`src/rtl/reg_file_sb_if.sv`:
```
// Bus bundle between decode and the scoreboarded register file. The master side is decode and
// writeback; the slave side is the register file.
interface reg_file_sb_if #(
    parameter int WIDTH  = 16,
    parameter int ADDR_W = 4
);
    logic [ADDR_W-1:0] rd_addr1;
    logic              rd_use1;
    logic [WIDTH-1:0]  rd_data1;
    logic              busy1;
    logic [ADDR_W-1:0] rd_addr2;
    logic              rd_use2;
    logic [WIDTH-1:0]  rd_data2;
    logic              busy2;
    logic              wr_en;
    logic [ADDR_W-1:0] wr_addr;
    logic [WIDTH-1:0]  wr_data;
    logic              iss_en;
    logic [ADDR_W-1:0] iss_addr;
    logic              stall;
    logic              iss_ack;

    modport master (
        output rd_addr1, rd_use1, rd_addr2, rd_use2,
        output wr_en, wr_addr, wr_data, iss_en, iss_addr,
        input  rd_data1, busy1, rd_data2, busy2, stall, iss_ack
    );

    modport slave (
        input  rd_addr1, rd_use1, rd_addr2, rd_use2,
        input  wr_en, wr_addr, wr_data, iss_en, iss_addr,
        output rd_data1, busy1, rd_data2, busy2, stall, iss_ack
    );
endinterface

```
`src/rtl/reg_file_sb.sv`:
```
// Decode-stage register file: two combinational read ports, one write port, optional write
// bypass and a per-register pending bit that drives the stall request to the hazard unit.
module reg_file_sb #(
    parameter int WIDTH    = 16,
    parameter int ADDR_W   = 4,
    parameter int ZERO_REG = 1,
    parameter int BYPASS   = 1
) (
    input  logic         i_clk,
    input  logic         i_rst_n,
    reg_file_sb_if.slave bus
);
    localparam int DEPTH = 1 << ADDR_W;

    logic [WIDTH-1:0]  w_mem [DEPTH];
    logic [DEPTH-1:0]  w_pend;
    logic [ADDR_W-1:0] w_rd_addr [2];
    logic [WIDTH-1:0]  w_rd_data [2];
    logic [1:0]        w_rd_use;
    logic [1:0]        w_byp;
    logic [1:0]        w_busy;
    logic              w_stall;
    logic              w_iss_ack;

    assign w_rd_addr[0] = bus.rd_addr1;
    assign w_rd_addr[1] = bus.rd_addr2;
    assign w_rd_use     = {bus.rd_use2, bus.rd_use1};

    // Register 0 is kept at zero and never pending simply by masking its write and set strobes.
    for (genvar gi = 0; gi < DEPTH; gi++) begin : g_reg
        logic [WIDTH-1:0] r_q;
        logic             r_pend;
        logic             w_masked;
        logic             w_wr;
        logic             w_set;

        assign w_masked = (ZERO_REG != 0) && (gi == 0);
        assign w_wr     = bus.wr_en && (bus.wr_addr == ADDR_W'(gi)) && !w_masked;
        assign w_set    = w_iss_ack && (bus.iss_addr == ADDR_W'(gi)) && !w_masked;

        always_ff @(posedge i_clk or negedge i_rst_n) begin
            if (!i_rst_n) begin
                r_q    <= '0;
                r_pend <= 1'b0;
            end else begin
                if (w_wr) begin
                    r_q <= bus.wr_data;
                end
                // A same-cycle issue belongs to a newer producer, so it beats the clear.
                if (w_set) begin
                    r_pend <= 1'b1;
                end else if (w_wr) begin
                    r_pend <= 1'b0;
                end
            end
        end

        assign w_mem[gi]  = r_q;
        assign w_pend[gi] = r_pend;
    end

    for (genvar gi = 0; gi < 2; gi++) begin : g_rd
        // Bypass is suppressed in reset so reads show the cleared storage.
        assign w_byp[gi] = (BYPASS != 0) && i_rst_n && bus.wr_en
                        && (bus.wr_addr == w_rd_addr[gi])
                        && !((ZERO_REG != 0) && (w_rd_addr[gi] == '0));
        assign w_rd_data[gi] = w_byp[gi] ? bus.wr_data : w_mem[w_rd_addr[gi]];
        assign w_busy[gi]    = i_rst_n && w_pend[w_rd_addr[gi]] && !w_byp[gi];
    end

    assign w_stall   = |(w_busy & w_rd_use);
    assign w_iss_ack = i_rst_n && bus.iss_en && !w_stall;

    assign bus.rd_data1 = w_rd_data[0];
    assign bus.rd_data2 = w_rd_data[1];
    assign bus.busy1    = w_busy[0];
    assign bus.busy2    = w_busy[1];
    assign bus.stall    = w_stall;
    assign bus.iss_ack  = w_iss_ack;
endmodule

```
`src/flat_wrapper.sv`:
```
// flat-port wrapper written by rule: the top's interface ports become plain ports
module reg_file_sb_flat 
#(
    parameter int WIDTH    = 16,
    parameter int ADDR_W   = 4,
    parameter int ZERO_REG = 1,
    parameter int BYPASS   = 1
)
  (i_clk, i_rst_n, bus_rd_addr1, bus_rd_use1, bus_rd_addr2, bus_rd_use2, bus_wr_en, bus_wr_addr, bus_wr_data, bus_iss_en, bus_iss_addr, bus_rd_data1, bus_busy1, bus_rd_data2, bus_busy2, bus_stall, bus_iss_ack);
  reg_file_sb_if #(.WIDTH(WIDTH), .ADDR_W(ADDR_W)) bus_i ();
  input  logic i_clk;
  input  logic i_rst_n;
  input wire logic [$bits(bus_i.rd_addr1)-1:0] bus_rd_addr1;
  input wire logic [$bits(bus_i.rd_use1)-1:0] bus_rd_use1;
  input wire logic [$bits(bus_i.rd_addr2)-1:0] bus_rd_addr2;
  input wire logic [$bits(bus_i.rd_use2)-1:0] bus_rd_use2;
  input wire logic [$bits(bus_i.wr_en)-1:0] bus_wr_en;
  input wire logic [$bits(bus_i.wr_addr)-1:0] bus_wr_addr;
  input wire logic [$bits(bus_i.wr_data)-1:0] bus_wr_data;
  input wire logic [$bits(bus_i.iss_en)-1:0] bus_iss_en;
  input wire logic [$bits(bus_i.iss_addr)-1:0] bus_iss_addr;
  output wire logic [$bits(bus_i.rd_data1)-1:0] bus_rd_data1;
  output wire logic [$bits(bus_i.busy1)-1:0] bus_busy1;
  output wire logic [$bits(bus_i.rd_data2)-1:0] bus_rd_data2;
  output wire logic [$bits(bus_i.busy2)-1:0] bus_busy2;
  output wire logic [$bits(bus_i.stall)-1:0] bus_stall;
  output wire logic [$bits(bus_i.iss_ack)-1:0] bus_iss_ack;
  assign bus_i.rd_addr1 = bus_rd_addr1;
  assign bus_i.rd_use1 = bus_rd_use1;
  assign bus_i.rd_addr2 = bus_rd_addr2;
  assign bus_i.rd_use2 = bus_rd_use2;
  assign bus_i.wr_en = bus_wr_en;
  assign bus_i.wr_addr = bus_wr_addr;
  assign bus_i.wr_data = bus_wr_data;
  assign bus_i.iss_en = bus_iss_en;
  assign bus_i.iss_addr = bus_iss_addr;
  assign bus_rd_data1 = bus_i.rd_data1;
  assign bus_busy1 = bus_i.busy1;
  assign bus_rd_data2 = bus_i.rd_data2;
  assign bus_busy2 = bus_i.busy2;
  assign bus_stall = bus_i.stall;
  assign bus_iss_ack = bus_i.iss_ack;
  reg_file_sb #(.WIDTH(WIDTH), .ADDR_W(ADDR_W), .ZERO_REG(ZERO_REG), .BYPASS(BYPASS)) u_core (.i_clk(i_clk), .i_rst_n(i_rst_n), .bus(bus_i));
endmodule
```
`config.mk`:
```
export PLATFORM = sky130hd
export DESIGN_NAME = reg_file_sb_flat
export DESIGN_NICKNAME = d
export VERILOG_FILES = /design/src/rtl/reg_file_sb_if.sv /design/src/rtl/reg_file_sb.sv /design/src/flat_wrapper.sv
export SDC_FILE = /design/constraint.sdc
export NUM_CORES = 1
export LEC_CHECK = 0
export BUFFER_PORTS_ARGS = -buffer_cell sky130_fd_sc_hd__buf_4
export CAP_MARGIN = 0
export CORE_MARGIN = 2
export CORE_UTILIZATION = 59
export DETAILED_ROUTE_END_ITERATION = 10
export PLACE_DENSITY = 0.84
export SLEW_MARGIN = 15
export SYNTH_ARGS = -nofsm -noshare
export SYNTH_HDL_FRONTEND = slang
export SYNTH_SLANG_ARGS = --single-unit
```
`constraint.sdc`:
```
create_clock -name i_clk -period 2.51 [get_ports i_clk]
set_input_delay 0.251 -clock i_clk [delete_from_list [all_inputs] [get_ports i_clk]]
set_output_delay 0.251 -clock i_clk [all_outputs]
set_load 0.03 [all_outputs]
```
==> results summary <==
The flow ran to the end, but the final reports show violations. The checks that failed: setup timing. By area the synthesized netlist is led by dfrtp_1, mux2_2, mux4_2.

The number of endpoints with negative hold slack in the final report was 0. Clock latency on the worst-skew pair, taken at its later pin, is 0.54 ns. The fraction of synthesized area in multiplexers is 45.6%. Dividing total power by cell area gives a power density of 822 nW/um2. The clock tree buffer depth is 3. The arithmetic-cell share of the synthesized area counting full adders, half adders and majority gates is 0%.

The number of ports placed on the die boundary came out at 74. The total via count in the routed design came out at 9386. The global-route congestion overflow total came out at 0. The post-synthesis net count came out at 953. The DRC violation count after routing is 0. TritonCTS built the clock tree. The peak supply drop came out at 0.404 mV. The number of antenna violations at the first check in global routing came out at 2. The mean post-synth cell area is 15.7 um2. Setup violations remaining at the end of the flow were counted as 34.

The total of buffers placed on input and output ports came out at 73. The pre-antenna-repair detailed-routing pass consisted of 5 iterations. For this run, the slowest stage of the critical path takes 0.49 ns. Setup repair after global routing could not meet its margin everywhere. The main combinational cell family by area after synthesis is multiplexers. The signal on the critical path passes through mux4_2, o22ai_2, o32ai_1, and3_4, a22oi_4, and3_4, buf_6. In the routed layout, each cell is associated on average with a via count of 6.89. Clock-pin slew was measured on the worst setup and hold paths at 0.06 ns. The critical hold path startpoint is bus_wr_data[5]. After detailed routing, the average wire length per cell comes to 29.0 um. The post-route clock skew came out at 0.00524 ns.

After synthesis, the share of flip-flops with an asynchronous set or reset is 100%. The reported leakage power came out at 7.21 nW. The measured slew at the worst slew-check pin is 1.19 ns. The layout filler cell count came out at 1531. In the synthesized netlist, the number of instances is 915.

The first-pass GRT wire length came out at 61400 um. The die footprint came out at 25600 um2. In this run the cell area measured after placement is 15600 um2. Global routing used 31.7% of the available tracks across all layers.

The synthesized design contains 0 enable-type register cells. The count of buffering cells on the critical path with inverters included came out at 1. The number of antenna cells inserted came out at 0.

The worst setup path is launched from a flip-flop. For this configuration, the core starts out at a cell density of 59.5%. In this run the tightest slew margin relative to its limit is 20.5%. The detailed router finished its first iteration with 907 violations.

In this run the clock root is driven by a clkbuf_16. For this run, the register share of the synthesized area comes to 44.5%. The summed negative setup slack over all endpoints came out at -2.43 ns.

The max-capacitance violation count came out at 0. The synthesis warning total is 0. Of the cells placed in the final design, the portion with a size suffix greater than 1 is 63.5%.

The worst setup path is captured at a primary output. The source of the worst register-to-register timing path is u_core.g_reg[13].r_pend$_DFFE_PN0P_. The worst hold-check slack is 0.0908 ns. The slowest cell on the critical path is mux4_2. Compared with the post-synthesis result, the final layout area differs by 17.3%. For this run, the leading register cell type out of synthesis is dfrtp_1. The number of global-route vias before repair came out at 10010.

Summing the areas of all compound-gate instances in the mapped netlist gives 3.66% of the synthesized area. The finished cells cover 16800 um2. The TritonCTS sink count is 255.

The final max-slew violation count is 0. Among the stages of the critical path, the cell type that occurs most often is and3_4. The final HPWL from detailed placement came out at 24900 um. The floorplan step set the die width to 160 um. The worst hold path belongs to the class primary input to flip-flop. In this run the worst setup path begins at u_core.g_reg[13].r_pend$_DFFE_PN0P_. The routed wire length came out at 39500 um. The portion of the clock cycle consumed by the worst path in the final layout came out at 106%. Routability-driven placement finished with a final weighted congestion of 0.927. The floorplan step defined a core boundary enclosing 24100 um2. The worst setup path is of the flip-flop to primary output kind.

The setup slack of the critical path after layout came out at -0.157 ns. The biggest fanout along the worst timing path is 3. The library cell with the largest summed area after synthesis is dfrtp_1. The number of register bits inferred by synthesis came out at 255.

In the post-synthesis netlist, the cell with the most instances is mux2_2. Once detail routing completed, the nets flagged for antenna violations numbered 0. The floorplan step set the die height to 160 um. At the worst endpoint, the arrival time is 2.42 ns.

The peak clock frequency supported by timing is 375 MHz. Cells fill 69.8% of the core in the end. The worst path in the final design needs a cycle of 2.67 ns, including I/O delays and setup.

The total standard cell area after synthesis is 14300 um2. The simple-gate share of the synthesized area came out at 2.22%. After the last flow step, the layout net total stands at 1060. The clock buffer count from CTS is 27. In the synthesized netlist, the cells that appear most often are mux2_2, dfrtp_1, mux4_2.

The number of H-tree levels is 1. The floorplan row count came out at 57. The total power is 13.8 mW.

The critical path's top delay family is multiplexers. Summed over its instances, the top area cell type makes up 44.5% of the synthesized netlist area. The maximum number of pins on one net before global-route repair came out at 192. The data required time at the worst endpoint is 2.26 ns. The xor/xnor share of the synthesized area is 0.367%. The netlist uses 40 different library cells.
sequential cells by signal, summed over array words and instances, names as in the netlist:
signal and cells:
u_core.g.r_q 240, u_core.g.r_pend 15
worst reg2reg max path: cells and delay by family, from the launching register on:
family	cells	cell delay, ns
DFF	1	0.40
buffers and inverters	3	0.42
muxes	1	0.50
and+or+nand+nor	1	0.22
AOI/OAI and AO/OA	4	0.64
placed cells by master (no fill, tap or decap), types with 9 or more instances in the layout:
cell type,count
mux2_2,273
dfrtp_1,255
mux4_2,132
buf_4,108
mux2_4,36
buf_6,34
a22o_1,31
clkbuf_16,27
buf_12,19
a32o_1,15
inv_1,11
nor2b_1,10
nor2_2,9
power by group:
part           switching [mW]  internal (mW)  total, mW  leakage (nW)
sequential              0.759           5.07       5.83          3.14
combinational            1.59           2.52       4.12          3.65
clock                    1.63           2.25       3.88         0.420
worst paths after layout:
path                                                            end  slack [ns]  depth (start not counted)
worst max-delay path                                    bus_iss_ack       -0.16                          7
worst min-delay path             u_core.g_reg[5].r_q[5]$_DFFE_PN0P_        0.09                          2
worst max register to register   u_core.g_reg[3].r_pend$_DFFE_PN0P_        0.28                          9
worst min register to register   u_core.g_reg[9].r_pend$_DFFE_PN0P_        0.53                          1
max in group asynchronous       u_core.g_reg[5].r_q[14]$_DFFE_PN0P_        1.11                          3
min in group asynchronous        u_core.g_reg[6].r_q[0]$_DFFE_PN0P_        0.19                          2
final cells by class:
| class | instances | area [um2] | area share [%] |
|---|---|---|---|
| Multi-Input combinational cell | 563 | 7540 | 44.8 |
| Inverter | 11 | 41.3 | 0.245 |
| Timing Repair Buffer | 164 | 1610 | 9.56 |
| Sequential cell | 255 | 6380 | 37.9 |
| Clock buffer | 40 | 785 | 4.66 |
| Clock inverter | 6 | 61.3 | 0.364 |
| Tap cell | 324 | 405 | 2.41 |
kinds of logic (layout without fill, tap and decap cells):
group	after synthesis	in the layout
AND/OR/NAND/NOR	57	57
flip-flops	255	255
XOR/XNOR	6	6
buffers and inverters	97	221
multiplexers	442	442
AO/OA/AOI/OAI	58	58
what timing repair did:
action | CTS | global route
hold buffers | 2 | 0
pin swaps | 3 | 2
resized for setup | 74 | 4
endpoints found under the hold margin | 64 | 0
buffers inserted | 12 | 9
endpoints found under the setup margin | 34 | 34
per-stage QoR:
step	setup slack (ns)	instances
2_1_floorplan	0.0555	915
3_3_place_gp	0.0140	1295
3_5_place_dp	0.00360	1295
4_1_cts	-0.123	1354
5_1_grt	-0.202	1363
6_report	-0.157	1363
metal layers:
metal / global-route usage (%) / vias to the layer above / routed length [um] / part of all wire [%]
li1: - / 3805 / - / -
met1: 43.8 / 4958 / 15300 / 39
met2: 50.4 / 470 / 19200 / 49
met3: 6.42 / 149 / 3290 / 8.3
met4: 12.2 / 4 / 1650 / 4.2
met5: 0 / - / 23 / 0.058
Power figures use the tool's default switching activity.
